[config.mk]
export PLATFORM = sky130hd
export DESIGN_NAME = fpu_issue_ctrl_flat
export DESIGN_NICKNAME = d
export VERILOG_FILES = /design/src/rtl/fpu_issue_ctrl_if.sv /design/src/rtl/fpu_issue_ctrl.sv /design/src/flat_wrapper.sv
export SDC_FILE = /design/constraint.sdc
export NUM_CORES = 1
export LEC_CHECK = 0
export BUFFER_PORTS_ARGS = -buffer_cell sky130_fd_sc_hd__buf_4
export CAP_MARGIN = 20
export CORE_MARGIN = 2
export CORE_UTILIZATION = 43
export CTS_BUF_LIST = sky130_fd_sc_hd__clkbuf_8
export CTS_CLUSTER_SIZE = 12
export DETAILED_ROUTE_END_ITERATION = 6
export GPL_ROUTABILITY_DRIVEN = 0
export PLACE_DENSITY_LB_ADDON = 0.25
export RECOVER_POWER = 25
export SETUP_SLACK_MARGIN = 0.05
export SYNTH_ARGS = -nofsm -noshare
export SYNTH_HDL_FRONTEND = slang
export SYNTH_SLANG_ARGS = --single-unit
[constraint.sdc]
create_clock -name clk -period 1.5 [get_ports clk]
set_input_delay 0.15 -clock clk [delete_from_list [all_inputs] [get_ports clk]]
set_output_delay 0.15 -clock clk [all_outputs]
set_load 0.1 [all_outputs]
[src/rtl/fpu_issue_ctrl_if.sv]
// ============================================================================
// Module   : fpu_issue_ctrl_if
// Brief    : Core / shared-FPU / register-file signal bundle for fpu_issue_ctrl.
// Revision : 1.0
// ============================================================================
`default_nettype none

interface fpu_issue_ctrl_if;
  logic        issue_valid;
  logic [5:0]  issue_funct;
  logic [4:0]  issue_fd;
  logic        issue_ready;
  logic [2:0]  unit_op_sel;
  logic        unit_busy;
  logic [31:0] unit_z;
  logic        unit_aeqb;
  logic [7:0]  unit_status;
  logic        wb_valid;
  logic [4:0]  wb_fd;
  logic [31:0] wb_data;
  logic        cond_wr;
  logic        cond_val;
  logic        chk_valid;
  logic [4:0]  chk_fs;
  logic [4:0]  chk_ft;
  logic        hazard;
  logic        illegal;
  logic [7:0]  sticky_status;
  logic        status_clr;

  modport master (
    output issue_valid, issue_funct, issue_fd, unit_z, unit_aeqb, unit_status,
           chk_valid, chk_fs, chk_ft, status_clr,
    input  issue_ready, unit_op_sel, unit_busy, wb_valid, wb_fd, wb_data,
           cond_wr, cond_val, hazard, illegal, sticky_status
  );

  modport slave (
    input  issue_valid, issue_funct, issue_fd, unit_z, unit_aeqb, unit_status,
           chk_valid, chk_fs, chk_ft, status_clr,
    output issue_ready, unit_op_sel, unit_busy, wb_valid, wb_fd, wb_data,
           cond_wr, cond_val, hazard, illegal, sticky_status
  );
endinterface

`default_nettype wire

[src/rtl/fpu_issue_ctrl.sv]
// ============================================================================
// Module   : fpu_issue_ctrl
// Brief    : Multi-cycle issue/writeback sequencer for the shared FP32 unit.
// Revision : 1.0
// ============================================================================
`default_nettype none

module fpu_issue_ctrl #(
  parameter int LAT_ADD = 2,
  parameter int LAT_MUL = 3,
  parameter int LAT_DIV = 8
) (
  input  logic            clk,
  input  logic            rst_n,
  fpu_issue_ctrl_if.slave bus
);

  localparam int LAT_AM  = (LAT_ADD > LAT_MUL) ? LAT_ADD : LAT_MUL;
  localparam int LAT_MAX = (LAT_AM > LAT_DIV) ? LAT_AM : LAT_DIV;
  localparam int CW      = $clog2(LAT_MAX) + 1;

  localparam logic [2:0] OP_ADD = 3'd0;
  localparam logic [2:0] OP_SUB = 3'd1;
  localparam logic [2:0] OP_MUL = 3'd2;
  localparam logic [2:0] OP_DIV = 3'd3;
  localparam logic [2:0] OP_CMP = 3'd4;

  typedef enum logic [1:0] {
    S_IDLE = 2'd0,
    S_EXEC = 2'd1,
    S_WB   = 2'd2
  } state_t;

  state_t        state_q, state_d;
  logic [2:0]    op_q, op_d;
  logic [4:0]    fd_q, fd_d;
  logic [CW-1:0] cnt_q, cnt_d;
  logic [31:0]   result_q;
  logic          flag_q;
  logic [7:0]    sticky_q, sticky_d;
  logic          illegal_q, illegal_d;
  logic          capture;

  logic          dec_legal;
  logic [2:0]    dec_op;
  logic [CW-1:0] dec_lat;

  always_comb begin
    dec_legal = 1'b1;
    dec_op    = OP_ADD;
    dec_lat   = CW'(LAT_ADD);
    case (bus.issue_funct)
      6'h00: dec_op = OP_ADD;
      6'h01: dec_op = OP_SUB;
      6'h02: begin dec_op = OP_MUL; dec_lat = CW'(LAT_MUL); end
      6'h03: begin dec_op = OP_DIV; dec_lat = CW'(LAT_DIV); end
      6'h32: dec_op = OP_CMP;
      default: dec_legal = 1'b0;
    endcase
  end

  always_comb begin
    state_d   = state_q;
    op_d      = op_q;
    fd_d      = fd_q;
    cnt_d     = cnt_q;
    illegal_d = 1'b0;
    capture   = 1'b0;
    case (state_q)
      S_IDLE: begin
        if (bus.issue_valid) begin
          if (dec_legal) begin
            op_d    = dec_op;
            fd_d    = bus.issue_fd;
            cnt_d   = dec_lat;
            state_d = S_EXEC;
          end else begin
            illegal_d = 1'b1;
          end
        end
      end
      S_EXEC: begin
        cnt_d = cnt_q - CW'(1);
        if (cnt_q == CW'(1)) begin
          capture = 1'b1;
          state_d = S_WB;
        end
      end
      S_WB:    state_d = S_IDLE;
      default: state_d = S_IDLE;
    endcase
  end

  // Clear takes effect before the OR so a coinciding capture survives.
  always_comb begin
    sticky_d = bus.status_clr ? 8'h00 : sticky_q;
    if (capture) sticky_d = sticky_d | bus.unit_status;
  end

  always_ff @(posedge clk) begin
    if (!rst_n) begin
      state_q   <= S_IDLE;
      op_q      <= OP_ADD;
      fd_q      <= 5'd0;
      cnt_q     <= '0;
      result_q  <= 32'd0;
      flag_q    <= 1'b0;
      sticky_q  <= 8'h00;
      illegal_q <= 1'b0;
    end else begin
      state_q   <= state_d;
      op_q      <= op_d;
      fd_q      <= fd_d;
      cnt_q     <= cnt_d;
      sticky_q  <= sticky_d;
      illegal_q <= illegal_d;
      if (capture) begin
        result_q <= bus.unit_z;
        flag_q   <= bus.unit_aeqb;
      end
    end
  end

  // Every output is gated by rst_n so an aborted op can never write back.
  logic in_wb, is_cmp;
  assign in_wb  = rst_n && (state_q == S_WB);
  assign is_cmp = (op_q == OP_CMP);

  assign bus.issue_ready   = rst_n && (state_q == S_IDLE);
  assign bus.unit_busy     = rst_n && (state_q == S_EXEC);
  assign bus.unit_op_sel   = rst_n ? op_q : 3'd0;
  assign bus.wb_valid      = in_wb && !is_cmp;
  assign bus.wb_fd         = bus.wb_valid ? fd_q : 5'd0;
  assign bus.wb_data       = bus.wb_valid ? result_q : 32'd0;
  assign bus.cond_wr       = in_wb && is_cmp;
  assign bus.cond_val      = bus.cond_wr && flag_q;
  assign bus.illegal       = rst_n && illegal_q;
  assign bus.sticky_status = rst_n ? sticky_q : 8'h00;
  assign bus.hazard        = rst_n && bus.chk_valid && (state_q != S_IDLE) &&
                             (is_cmp || (bus.chk_fs == fd_q) || (bus.chk_ft == fd_q));

endmodule

`default_nettype wire
[src/flat_wrapper.sv]
// flat-port wrapper written by rule: the top's interface ports become plain ports
module fpu_issue_ctrl_flat 
#(
  parameter int LAT_ADD = 2,
  parameter int LAT_MUL = 3,
  parameter int LAT_DIV = 8
)
  (clk, rst_n, bus_issue_valid, bus_issue_funct, bus_issue_fd, bus_unit_z, bus_unit_aeqb, bus_unit_status, bus_chk_valid, bus_chk_fs, bus_chk_ft, bus_status_clr, bus_issue_ready, bus_unit_op_sel, bus_unit_busy, bus_wb_valid, bus_wb_fd, bus_wb_data, bus_cond_wr, bus_cond_val, bus_hazard, bus_illegal, bus_sticky_status);
  fpu_issue_ctrl_if bus_i ();
  input  logic clk;
  input  logic rst_n;
  input wire logic [$bits(bus_i.issue_valid)-1:0] bus_issue_valid;
  input wire logic [$bits(bus_i.issue_funct)-1:0] bus_issue_funct;
  input wire logic [$bits(bus_i.issue_fd)-1:0] bus_issue_fd;
  input wire logic [$bits(bus_i.unit_z)-1:0] bus_unit_z;
  input wire logic [$bits(bus_i.unit_aeqb)-1:0] bus_unit_aeqb;
  input wire logic [$bits(bus_i.unit_status)-1:0] bus_unit_status;
  input wire logic [$bits(bus_i.chk_valid)-1:0] bus_chk_valid;
  input wire logic [$bits(bus_i.chk_fs)-1:0] bus_chk_fs;
  input wire logic [$bits(bus_i.chk_ft)-1:0] bus_chk_ft;
  input wire logic [$bits(bus_i.status_clr)-1:0] bus_status_clr;
  output wire logic [$bits(bus_i.issue_ready)-1:0] bus_issue_ready;
  output wire logic [$bits(bus_i.unit_op_sel)-1:0] bus_unit_op_sel;
  output wire logic [$bits(bus_i.unit_busy)-1:0] bus_unit_busy;
  output wire logic [$bits(bus_i.wb_valid)-1:0] bus_wb_valid;
  output wire logic [$bits(bus_i.wb_fd)-1:0] bus_wb_fd;
  output wire logic [$bits(bus_i.wb_data)-1:0] bus_wb_data;
  output wire logic [$bits(bus_i.cond_wr)-1:0] bus_cond_wr;
  output wire logic [$bits(bus_i.cond_val)-1:0] bus_cond_val;
  output wire logic [$bits(bus_i.hazard)-1:0] bus_hazard;
  output wire logic [$bits(bus_i.illegal)-1:0] bus_illegal;
  output wire logic [$bits(bus_i.sticky_status)-1:0] bus_sticky_status;
  assign bus_i.issue_valid = bus_issue_valid;
  assign bus_i.issue_funct = bus_issue_funct;
  assign bus_i.issue_fd = bus_issue_fd;
  assign bus_i.unit_z = bus_unit_z;
  assign bus_i.unit_aeqb = bus_unit_aeqb;
  assign bus_i.unit_status = bus_unit_status;
  assign bus_i.chk_valid = bus_chk_valid;
  assign bus_i.chk_fs = bus_chk_fs;
  assign bus_i.chk_ft = bus_chk_ft;
  assign bus_i.status_clr = bus_status_clr;
  assign bus_issue_ready = bus_i.issue_ready;
  assign bus_unit_op_sel = bus_i.unit_op_sel;
  assign bus_unit_busy = bus_i.unit_busy;
  assign bus_wb_valid = bus_i.wb_valid;
  assign bus_wb_fd = bus_i.wb_fd;
  assign bus_wb_data = bus_i.wb_data;
  assign bus_cond_wr = bus_i.cond_wr;
  assign bus_cond_val = bus_i.cond_val;
  assign bus_hazard = bus_i.hazard;
  assign bus_illegal = bus_i.illegal;
  assign bus_sticky_status = bus_i.sticky_status;
  fpu_issue_ctrl #(.LAT_ADD(LAT_ADD), .LAT_MUL(LAT_MUL), .LAT_DIV(LAT_DIV)) u_core (.clk(clk), .rst_n(rst_n), .bus(bus_i));
endmodule
==> impl_metrics.csv, run 1 <==
group,metric,value,unit
sta,grt_setup_unrepaired,"yes",
sta,hold_violations,0,
global_route,grt.total_usage,0.233,
worst_hold_path,hp-start,"bus_unit_status[1]",
worst_hold_path,hold_path.class,"input port to flip-flop",
status,violations,"setup timing",
pwr,power,2.78,mW
pwr,pwr-share-comb,0.134,
pwr,power.share.switching,0.259,
cells_and_area,drive_gt1_frac,0.639,
cts,cts_buffers,5,
place,hpwlAfterDp,5.04,mm
worst_setup_path,crit_path_start,"u_core.fd_q[3]$_SDFFE_PN0P_",
global_route,grt_pass1_wl,12.1,mm
logic_synthesis,synthDominantCellAreaShare,0.436,
pwr,p_leak,2.33,nW
logic_synthesis,synthTopCellsByArea,"dfxtp_1 (44%), nand2_1 (13%), and2_1 (11%), a21oi_1 (7.6%), xor2_1 (2.4%)",
worst_setup_path,crit_buf_inv,1,
worst_setup_path,r2r-end,"u_core.result_q[15]$_SDFFE_PN0P_",
worst_setup_path,path_class,"flip-flop to primary output",
place,portBuffers,121,
run,max_cap_viol_count,0,
worst_hold_path,hold_depth,3,
worst_setup_path,cpPeakStageDelay,0.34,ns
worst_setup_path,path_max_fanout,2,
logic_synthesis,synth_edf_count,0,
cts,cts_buffer_depth,2,
worst_setup_path,critPathLaunchType,"flip-flop",
cts,cts_tree,"yes",
floorplanning,start_util,0.440,
pwr,p_clk_frac,0.326,
logic_synthesis,ys_seq_area_frac,0.436,
worst_setup_path,cp_data_arrival_time,1.64,ns
sta,max-slew-margin-rel,0.641,
global_route,grt_pass1_vias,2666,
cts,clock_latency,0.32,ns
cts,htreeDepth,2,
sta,finalSetupTns,-9.65,ns
cells_and_area,final_area,5100,sq um
place,place_ws,-0.0166,ns
logic_synthesis,synth-seq-cells,56,
worst_setup_path,cpMaxStageDelayCell,"dfxtp_2",
sta,slew_violations,0,
sta,skew,0.0125,ns
worst_setup_path,reg2regPathDepth,8,
cts,clock-sinks,56,
global_route,grt_max_degree,33,
sta,hold_ws,0.0356,ns
cells_and_area,antenna_cells,0,
drt,wl,9.45,mm
cells_and_area,post-route-util,0.871,
drt,viasPerCell,5.27,
pwr,power_density,546,nW/um^2
floorplanning,die_y,81.3,um
place,place_inst,530,
floorplanning,die_area,6620,sq um
logic_synthesis,synth_nets,397,
drt,drt_iter0_drc,115,
logic_synthesis,syn_area,2570,sq um
sta,finalCriticalPeriod,1.79,ns
pwr,p_int,2.06,mW
drt,dr.pass1.iters,4,
pwr,pwr-share-seq,0.541,
logic_synthesis,synthFlopType,"dfxtp_1",
status,status,"finished, violations left",
logic_synthesis,ys_warn_count,0,
cells_and_area,mostFrequentLayoutCells,"buf_4 (95), nand2_1 (54), dfxtp_1 (49), buf_12 (44), and2_4 (39)",
cells_and_area,multi_input_comb_area,1870,sq um
floorplanning,coreArea,5850,sq um
place,postPlaceCellArea,3850,sq um
cells_and_area,fill_cells,284,
sta,worst_pin_slew,0.541,ns
worst_hold_path,holdPathEnd,"u_core.sticky_q[1]$_SDFF_PN0_",
global_route,antenna_found_initial,0,
drt,num_vias,2911,
cells_and_area,nets,545,
logic_synthesis,ys_types,37,
sta,min_period_over_period,1.20,
sta,setup_slack,-0.294,ns
sta,finalSetupViolCount,59,
worst_setup_path,crit_required,1.35,ns
floorplanning,die-width,81.3,um
drt,routedWlPerCell,17.1,um
cells_and_area,final_common_cell,"buf_4",
logic_synthesis,syn_inst,328,
logic_synthesis,avgSynthCellArea,7.84,sq um
cells_and_area,syn_to_final_growth,98.2,%
logic_synthesis,synthArstFlopShare,0,
cells_and_area,seqCellArea,1130,sq um
floorplanning,io_pins,122,
drt,drc_errors,0,
cells_and_area,final_cell_count_no_fill,552,
pwr,p_sw,722,uW
drt,ant_nets,0,
cts,path_clk_slew,0.10,ns
floorplanning,rows,28,
worst_setup_path,crit_family,"simple AND/OR/NAND/NOR gates",
worst_setup_path,crit_chain,"xor2_1 > nor4_1 > nand2_1 > a21oi_4 > buf_12",
worst_setup_path,rr_startpoint,"u_core.cnt_q[1]$_SDFFE_PN0P_",
sta,max_freq,0.558,GHz
cts,clock-root-buffer,"clkbuf_8",
pwr,ir_drop,0.393,mV
worst_setup_path,r2r_slack,-0.05,ns
logic_synthesis,synth_area_leader_cell,"dfxtp_1",
worst_setup_path,critPathCaptureType,"primary output",
global_route,grt-ovfl-total,0,
-- cells in the mapped netlist (3+ instances only) --
| cell | number |
|---|---|
| clkbuf_1 | 8 |
| xor2_1 | 7 |
| xnor2_1 | 3 |
| and2_1 | 44 |
| o21ai_0 | 10 |
| inv_1 | 11 |
| nor2_1 | 11 |
| nand2_1 | 87 |
| buf_4 | 4 |
| mux2i_1 | 5 |
| nor3_1 | 3 |
| nand4_1 | 3 |
| a21oi_1 | 39 |
| dfxtp_1 | 56 |
| buf_2 | 8 |
| and3_1 | 3 |
-- logic make-up after synthesis --
family,synth area share
buf+inv,0.0550
flops,0.436
simple gates,0.319
xor+xnor,0.0340
mux,0.0195
fa+ha+maj,0.00973
compound gates,0.127
-- area by class of cell --
cell class,count,share of cell area
clock buffer,6,0.0162
clock inverter,2,0.00270
inverter,11,0.00810
multi-input combinational,241,0.366
timing repair buffer,161,0.367
tap,75,0.0184
sequential,56,0.222
-- registers in the layout, summed over array words and instances (netlist names) --
name and cells:
u_core.fd_q 5, u_core.flag_q 1, u_core.cnt_q 4, u_core.illegal_q 1, u_core.sticky_q 8, u_core.op_q 3
u_core.result_q 32, u_core.state_q 2
-- tightest hold or removal path: stages --
cell	delay, ns
buf_4	0.08
nand2_1	0.04
o21ai_0	0.05
-- what timing repair did --
item / in CTS / in global routing
pin swaps: 8 / 65
endpoints found under the hold margin: 0 / 0
buffers inserted: 6 / 2
setup endpoints to repair: 84 / 92
cloned: 2 / 4
resized for setup: 135 / 119
hold buffers: 0 / 0
-- per-layer routing --
layer / track usage / part of all wire
met2: 0.411 / 0.51
met3: 0.0589 / 0.078
met4: 0.0441 / 0.024
met5: 0 / 0
met1: 0.288 / 0.39
-- how the worst max path moves through the flow --
| stage | end | slack (ns) | cells after the start |
|---|---|---|---|
| floorplan | bus_cond_val | -0.81 | 3 |
| global placement | bus_wb_fd[3] | 0.03 | 5 |
| detailed placement | bus_wb_data[1] | -0.02 | 5 |
| CTS | bus_hazard | -0.27 | 5 |
| global route | bus_cond_val | -0.35 | 5 |
| finish | bus_hazard | -0.29 | 5 |
-- power by group through the flow --
stage          registers, mW  logic, mW  clock network (mW)
3_3_place_gp            1.54      0.300                   0
2_1_floorplan           1.54      0.115                   0
4_1_cts                 1.50      0.315               0.905
3_5_place_dp            1.54      0.304                   0
6_report                1.51      0.373               0.906
5_1_grt                 1.51      0.395               0.971
Note: power is estimated with default switching activity, not from simulation.
==> run 2, diff against run 1 <==
--- a/config.mk
+++ b/config.mk
@@ -15,6 +15,7 @@
 export GPL_ROUTABILITY_DRIVEN = 0
 export PLACE_DENSITY_LB_ADDON = 0.25
 export RECOVER_POWER = 25
+export REMOVE_ABC_BUFFERS = 1
 export SETUP_SLACK_MARGIN = 0.05
 export SYNTH_ARGS = -nofsm -noshare
 export SYNTH_HDL_FRONTEND = slang
==> impl_metrics.csv, run 2 (synthesized netlist as in run 1, its figures left out) <==
group,metric,value,unit
drt,ant_nets,0,
cts,cts_hold_buf,0,
floorplanning,die-width,81.3,um
drt,num_vias,2784,
global_route,grt-ovfl-total,0,
floorplanning,io_pins,122,
cells_and_area,syn_to_final_growth,87.8,%
sta,max_freq,0.558,GHz
sta,worst_pin_slew,0.542,ns
global_route,grt.total_usage,0.228,
cells_and_area,antenna_cells,0,
place,portBuffers,121,
drt,dr.pass1.iters,4,
worst_setup_path,r2r-end,"u_core.result_q[7]$_SDFFE_PN0P_",
global_route,grt_pass1_vias,2538,
cts,cts_buffers,5,
worst_hold_path,hold_path.class,"input port to flip-flop",
cells_and_area,largest-register,"u_core.result_q",
global_route,antenna_found_initial,0,
worst_setup_path,cp_data_arrival_time,1.64,ns
cells_and_area,fill_cells,352,
sta,hold_violations,0,
place,place_inst,530,
worst_setup_path,endpoint,"bus_wb_data[27]",
cells_and_area,mostFrequentLayoutCells,"buf_4 (92), nand2_1 (63), dfxtp_1 (48), buf_12 (44), and2_1 (26)",
pwr,p_clk_frac,0.344,
status,violations,"setup timing",
floorplanning,die_y,81.3,um
floorplanning,die_area,6620,sq um
cts,clock-root-buffer,"clkbuf_8",
pwr,p_int,2.17,mW
sta,max-slew-margin-rel,0.640,
sta,finalSetupViolCount,42,
drt,top_layer,"met4",
sta,skew,0.00781,ns
pwr,power_density,586,nW/um^2
floorplanning,start_util,0.440,
worst_setup_path,crit_path_start,"u_core.state_q[0]$_SDFFE_PN0P_",
cells_and_area,reg.largest.list,"u_core.result_q: 32 flops, u_core.sticky_q: 8 flops, u_core.fd_q: 5 flops",
floorplanning,coreArea,5850,sq um
cells_and_area,largest_register_ffs,32,
cts,htreeDepth,2,
cells_and_area,final_common_cell,"buf_4",
sta,finalCriticalPeriod,1.79,ns
drt,drt_iter0_drc,109,
cts,clock-sinks,56,
pwr,power,2.83,mW
global_route,grt_max_degree,39,
sta,setup_slack,-0.291,ns
worst_setup_path,crit_required,1.35,ns
worst_setup_path,critPathLaunchType,"flip-flop",
pwr,pwr-share-seq,0.532,
drt,drc_errors,0,
status,status,"finished, violations left",
sta,slew_violations,0,
pwr,pwr-share-comb,0.124,
run,max_cap_viol_count,0,
worst_setup_path,r2r_slack,0,ns
floorplanning,rows,28,
cells_and_area,final_cell_count_no_fill,547,
pwr,ir_drop,0.500,mV
worst_setup_path,rr_startpoint,"u_core.cnt_q[1]$_SDFFE_PN0P_",
pwr,p_leak,2.17,nW
drt,viasPerCell,5.09,
cts,cts_buffer_depth,2,
sta,grt_setup_unrepaired,"yes",
cells_and_area,drive_gt1_frac,0.534,
place,hpwlAfterDp,4.97,mm
worst_setup_path,critPathCaptureType,"primary output",
drt,routedWlPerCell,16.3,um
worst_setup_path,path_max_fanout,38,
cts,clock_latency,0.30,ns
cts,path_clk_slew,0.10,ns
worst_setup_path,path_class,"flip-flop to primary output",
drt,wl,8.94,mm
cts,cts_tree,"yes",
pwr,power.share.switching,0.235,
global_route,grt_pass1_wl,11.7,mm
drt,wl_met2,4.82,mm
pwr,p_sw,667,uW
worst_setup_path,reg2regPathDepth,7,
sta,min_period_over_period,1.19,
drt,dr_wl_met3,430,um
cells_and_area,nets,540,
drt,wl_met1,3.51,mm
[run 2: cell count changes in the layout (fill, tap and decap cells not counted), moves of 3 or more]
cell      delta
a21oi_2      -8
buf_4        -3
nand2_4      -9
o21ai_0      +4
and2_2       -4
buf_6        -5
a21oi_1      +9
clkbuf_2     +3
and2_4      -21
o21ai_1      -3
nand2_1      +9
and2_1      +25
[run 2: worst min path at each step]
stage	slack, ns	endpoint	cells past startpoint	from
3_3_place_gp	0.35	u_core.sticky_q[0]$_SDFF_PN0_	3	bus_unit_status[0]
5_1_grt	0.03	u_core.sticky_q[1]$_SDFF_PN0_	3	bus_unit_status[1]
2_1_floorplan	0.26	u_core.sticky_q[0]$_SDFF_PN0_	2	bus_unit_status[0]
4_1_cts	0.03	u_core.sticky_q[7]$_SDFF_PN0_	3	bus_unit_status[7]
3_5_place_dp	0.35	u_core.sticky_q[7]$_SDFF_PN0_	3	bus_unit_status[7]
6_report	0.03	u_core.sticky_q[7]$_SDFF_PN0_	3	bus_unit_status[7]
[run 2: power groups by stage]
stage	logic (mW)	clock network [mW]	registers [mW]
after floorplan	0.100	0	1.54
after global placement	0.298	0	1.54
after detailed placement	0.301	0	1.54
after CTS	0.308	0.982	1.50
after global routing	0.374	1.06	1.51
final	0.352	0.975	1.51
[run 2: final cells by class]
class                   instances  area [sq um]  area share
repair buffers                156          1780       0.368
inverters                      11          41.3     0.00855
flip-flops and latches         56          1130       0.234
multi-input cells             241          1680       0.348
clock buffers                   5          68.8      0.0142
well taps                      75          93.8      0.0194
clock inverters                 3          38.8     0.00803
[run 2: metal layers]
metal  GRT usage  vias to the layer above
li1            -                     1351
met1       0.281                     1319
met2       0.408                       95
met3      0.0378                       19
met4      0.0593                        0
met5           0                        -
[run 2: worst max-delay path, cell delays in order (launching register included)]
cell	delay, ns
dfxtp_2	0.34
nand3b_1	0.21
nor2_2	0.16
buf_12	0.20
and2_1	0.22
buf_12	0.19
[run 2: repair_timing]
item,in CTS,in global routing
endpoints found under the setup margin,84,92
resized for setup,139,109
gates cloned,0,5
pin swaps,8,51
buffers inserted,2,3
[run 2: per-stage QoR]
step                setup WS [ns]  hold WS, ns  TNS (ns)  cell area (sq um)  utilization
floorplan                   -3.41        0.259    -96.25               2470            -
global placement           0.0483        0.346         0               3700        0.632
detailed placement        -0.0464        0.352    -0.249               3700        0.632
CTS                        -0.254       0.0341     -9.70               4380        0.748
global route               -0.344       0.0328    -14.43               4830        0.826
finish                     -0.291       0.0349    -10.06               4830        0.826
==> run 3, diff against run 2 <==
--- a/config.mk
+++ b/config.mk
@@ -5,10 +5,13 @@
 export SDC_FILE = /design/constraint.sdc
 export NUM_CORES = 1
 export LEC_CHECK = 0
+export ABC_AREA = 1
 export BUFFER_PORTS_ARGS = -buffer_cell sky130_fd_sc_hd__buf_4
 export CAP_MARGIN = 20
+export CELL_PAD_IN_SITES_DETAIL_PLACEMENT = 0
+export CELL_PAD_IN_SITES_GLOBAL_PLACEMENT = 1
 export CORE_MARGIN = 2
-export CORE_UTILIZATION = 43
+export CORE_UTILIZATION = 30
 export CTS_BUF_LIST = sky130_fd_sc_hd__clkbuf_8
 export CTS_CLUSTER_SIZE = 12
 export DETAILED_ROUTE_END_ITERATION = 6
==> impl_metrics.csv, run 3 <==
group,metric,value,unit
drt,viasPerCell,4.47,
worst_setup_path,reg2regPathDepth,8,
sta,max-slew-margin-rel,0.640,
worst_setup_path,rr_startpoint,"u_core.cnt_q[1]$_SDFFE_PN0P_",
sta,finalSetupViolCount,41,
place,place_ws,0.0659,ns
drt,routedWlPerCell,12.8,um
worst_setup_path,endpoint,"bus_wb_data[1]",
pwr,power_density,557,nW/um^2
cells_and_area,seqCellArea,1140,sq um
sta,finalSetupTns,-6.18,ns
cts,path_clk_slew,0.09,ns
cts,cts_buffers,5,
sta,grt_setup_unrepaired,"yes",
pwr,power,2.61,mW
pwr,ir_drop,0.400,mV
cells_and_area,reg.largest.list,"u_core.result_q: 32 flops, u_core.sticky_q: 8 flops, u_core.fd_q: 5 flops",
sta,setup_slack,-0.199,ns
cells_and_area,nets,586,
cts,cts_buffer_depth,2,
sta,worst_pin_slew,0.543,ns
floorplanning,start_util,0.308,
logic_synthesis,synthDominantCellAreaShare,0.417,
sta,hold_violations,0,
cts,cts_hold_buf,0,
cells_and_area,largest-register,"u_core.result_q",
floorplanning,die-width,98.7,um
cells_and_area,fill_cells,826,
cts,htreeDepth,2,
logic_synthesis,syn_area,2690,sq um
logic_synthesis,syn_inst,386,
sta,skew,0.00987,ns
cells_and_area,antenna_cells,0,
global_route,grt_pass1_vias,2504,
logic_synthesis,synthArstFlopShare,0,
worst_setup_path,crit_path_start,"u_core.state_q[0]$_SDFFE_PN0P_",
status,violations,"setup timing",
sta,min_period_over_period,1.13,
cells_and_area,drive_gt1_frac,0.450,
drt,wl,7.99,mm
worst_setup_path,path_class,"flip-flop to primary output",
global_route,antenna_found_initial,0,
cts,cts_tree,"yes",
sta,slew_violations,0,
logic_synthesis,synthFlopType,"dfxtp_1",
run,max_cap_viol_count,0,
logic_synthesis,synthTopCellsByArea,"dfxtp_1 (42%), inv_1 (9.4%), nand2_1 (8.5%), nor2_1 (7.8%), a21oi_1 (6.0%)",
logic_synthesis,avgSynthCellArea,6.96,sq um
worst_setup_path,r2r_slack,0.10,ns
cells_and_area,syn_to_final_growth,74.5,%
logic_synthesis,synth_area_leader_cell,"dfxtp_1",
logic_synthesis,ys_warn_count,0,
global_route,grt.total_usage,0.141,
global_route,grt_max_degree,51,
global_route,grt-ovfl-total,0,
drt,dr.pass1.iters,4,
worst_setup_path,path_max_fanout,19,
cts,clock-sinks,56,
worst_setup_path,cp_data_arrival_time,1.55,ns
logic_synthesis,ys_seq_area_frac,0.417,
worst_setup_path,r2r-end,"u_core.result_q[11]$_SDFFE_PN0P_",
floorplanning,die_area,9730,sq um
status,status,"finished, violations left",
cts,clock_latency,0.30,ns
place,hpwlAfterDp,5.09,mm
sta,max_freq,0.589,GHz
cells_and_area,mostFrequentLayoutCells,"buf_4 (76), inv_1 (64), nand2_1 (57), dfxtp_1 (48), buf_12 (38)",
drt,drt_iter0_drc,65,
logic_synthesis,synthMostInstantiatedCell,"inv_1",
cts,clock-root-buffer,"clkbuf_8",
drt,num_vias,2797,
worst_setup_path,crit_required,1.35,ns
logic_synthesis,synth_common_cells,"inv_1 (67), nand2_1 (61), dfxtp_1 (56), nor2_1 (56), a21oi_1 (32)",
pwr,p_leak,1.97,nW
place,portBuffers,121,
sta,finalCriticalPeriod,1.70,ns
worst_setup_path,critPathLaunchType,"flip-flop",
worst_hold_path,hold_path.class,"input port to flip-flop",
floorplanning,io_pins,122,
global_route,grt_pass1_wl,11.4,mm
cells_and_area,final_common_cell,"buf_4",
cells_and_area,multi_input_comb_area,1410,sq um
floorplanning,die_y,98.7,um
logic_synthesis,ys_types,25,
drt,ant_nets,0,
floorplanning,rows,34,
floorplanning,coreArea,8720,sq um
logic_synthesis,synth_edf_count,0,
cells_and_area,largest_register_ffs,32,
worst_setup_path,critPathCaptureType,"primary output",
drt,drc_errors,0,
logic_synthesis,synth-seq-cells,56,
run 3: changes by cell type in the layout (fill, tap and decap cells not counted), sizes merged, moves of 5 or more:
cell	delta
nand3	+14
nor2	+46
nand2	-22
o21ai	+37
buf	-10
inv	+59
and2	-44
mux2i	-5
run 3: worst min-delay path by stage:
stage	to	slack, ns	cells past startpoint	startpoint
finish	u_core.sticky_q[7]$_SDFF_PN0_	0.05	3	bus_unit_status[7]
floorplan	u_core.sticky_q[0]$_SDFF_PN0_	0.26	1	bus_status_clr
global route	u_core.sticky_q[7]$_SDFF_PN0_	0.02	3	bus_unit_status[7]
CTS	u_core.sticky_q[3]$_SDFF_PN0_	0.03	3	bus_unit_status[3]
global placement	u_core.sticky_q[3]$_SDFF_PN0_	0.35	3	bus_unit_status[3]
detailed placement	u_core.sticky_q[3]$_SDFF_PN0_	0.36	3	bus_unit_status[3]
run 3: through the flow:
stage	hold WS, ns	area, sq um	utilization	instances
final	0.0477	4690	0.538	626
after global routing	0.0193	4690	0.538	626
after CTS	0.0331	4100	0.470	615
after detailed placement	0.356	3720	0.427	607
after global placement	0.348	3720	0.427	607
after floorplan	0.261	2540	-	367
run 3: logic make-up after synthesis:
group / Yosys count / share of synthesized area
fa+ha+maj: 2 / 0.00931
xor+xnor: 6 / 0.0196
flops: 56 / 0.417
simple gates: 142 / 0.220
compound gates: 90 / 0.182
buf+inv: 90 / 0.153
run 3: routing by layer:
layer | global-route usage | wire length, um
met3 | 0.0333 | 416
met2 | 0.234 | 3960
met5 | 0 | 0
met1 | 0.190 | 3590
met4 | 0.0263 | 15
run 3: final cells by class:
cell class              instances  share of cell area
repair buffers                143               0.349
inverters                      71              0.0597
clock buffers                   5              0.0147
flip-flops and latches         56               0.243
well taps                     108              0.0288
multi-input cells             240               0.301
clock inverters                 3             0.00347
run 3: critical path, cell delays in order (launching register included):
cell,delay [ns]
dfxtp_2,0.35
nor3_4,0.24
nand2_4,0.11
buf_12,0.17
nor2_1,0.13
buf_6,0.24
run 3: timing repair:
item,CTS,global route
buffers inserted,0,6
resized for setup,84,137
setup endpoints to repair,43,81
gates cloned,0,5
pin swaps,3,13
run 3: power breakdown:
| group | internal (mW) | switching (mW) | total [mW] | leakage (nW) |
|---|---|---|---|---|
| combinational | 0.170 | 0.162 | 0.332 | 1.46 |
| clock | 0.322 | 0.467 | 0.789 | 0.0507 |
| sequential | 1.49 | 0.00686 | 1.49 | 0.457 |
| total | 1.98 | 0.636 | 2.61 | 1.97 |
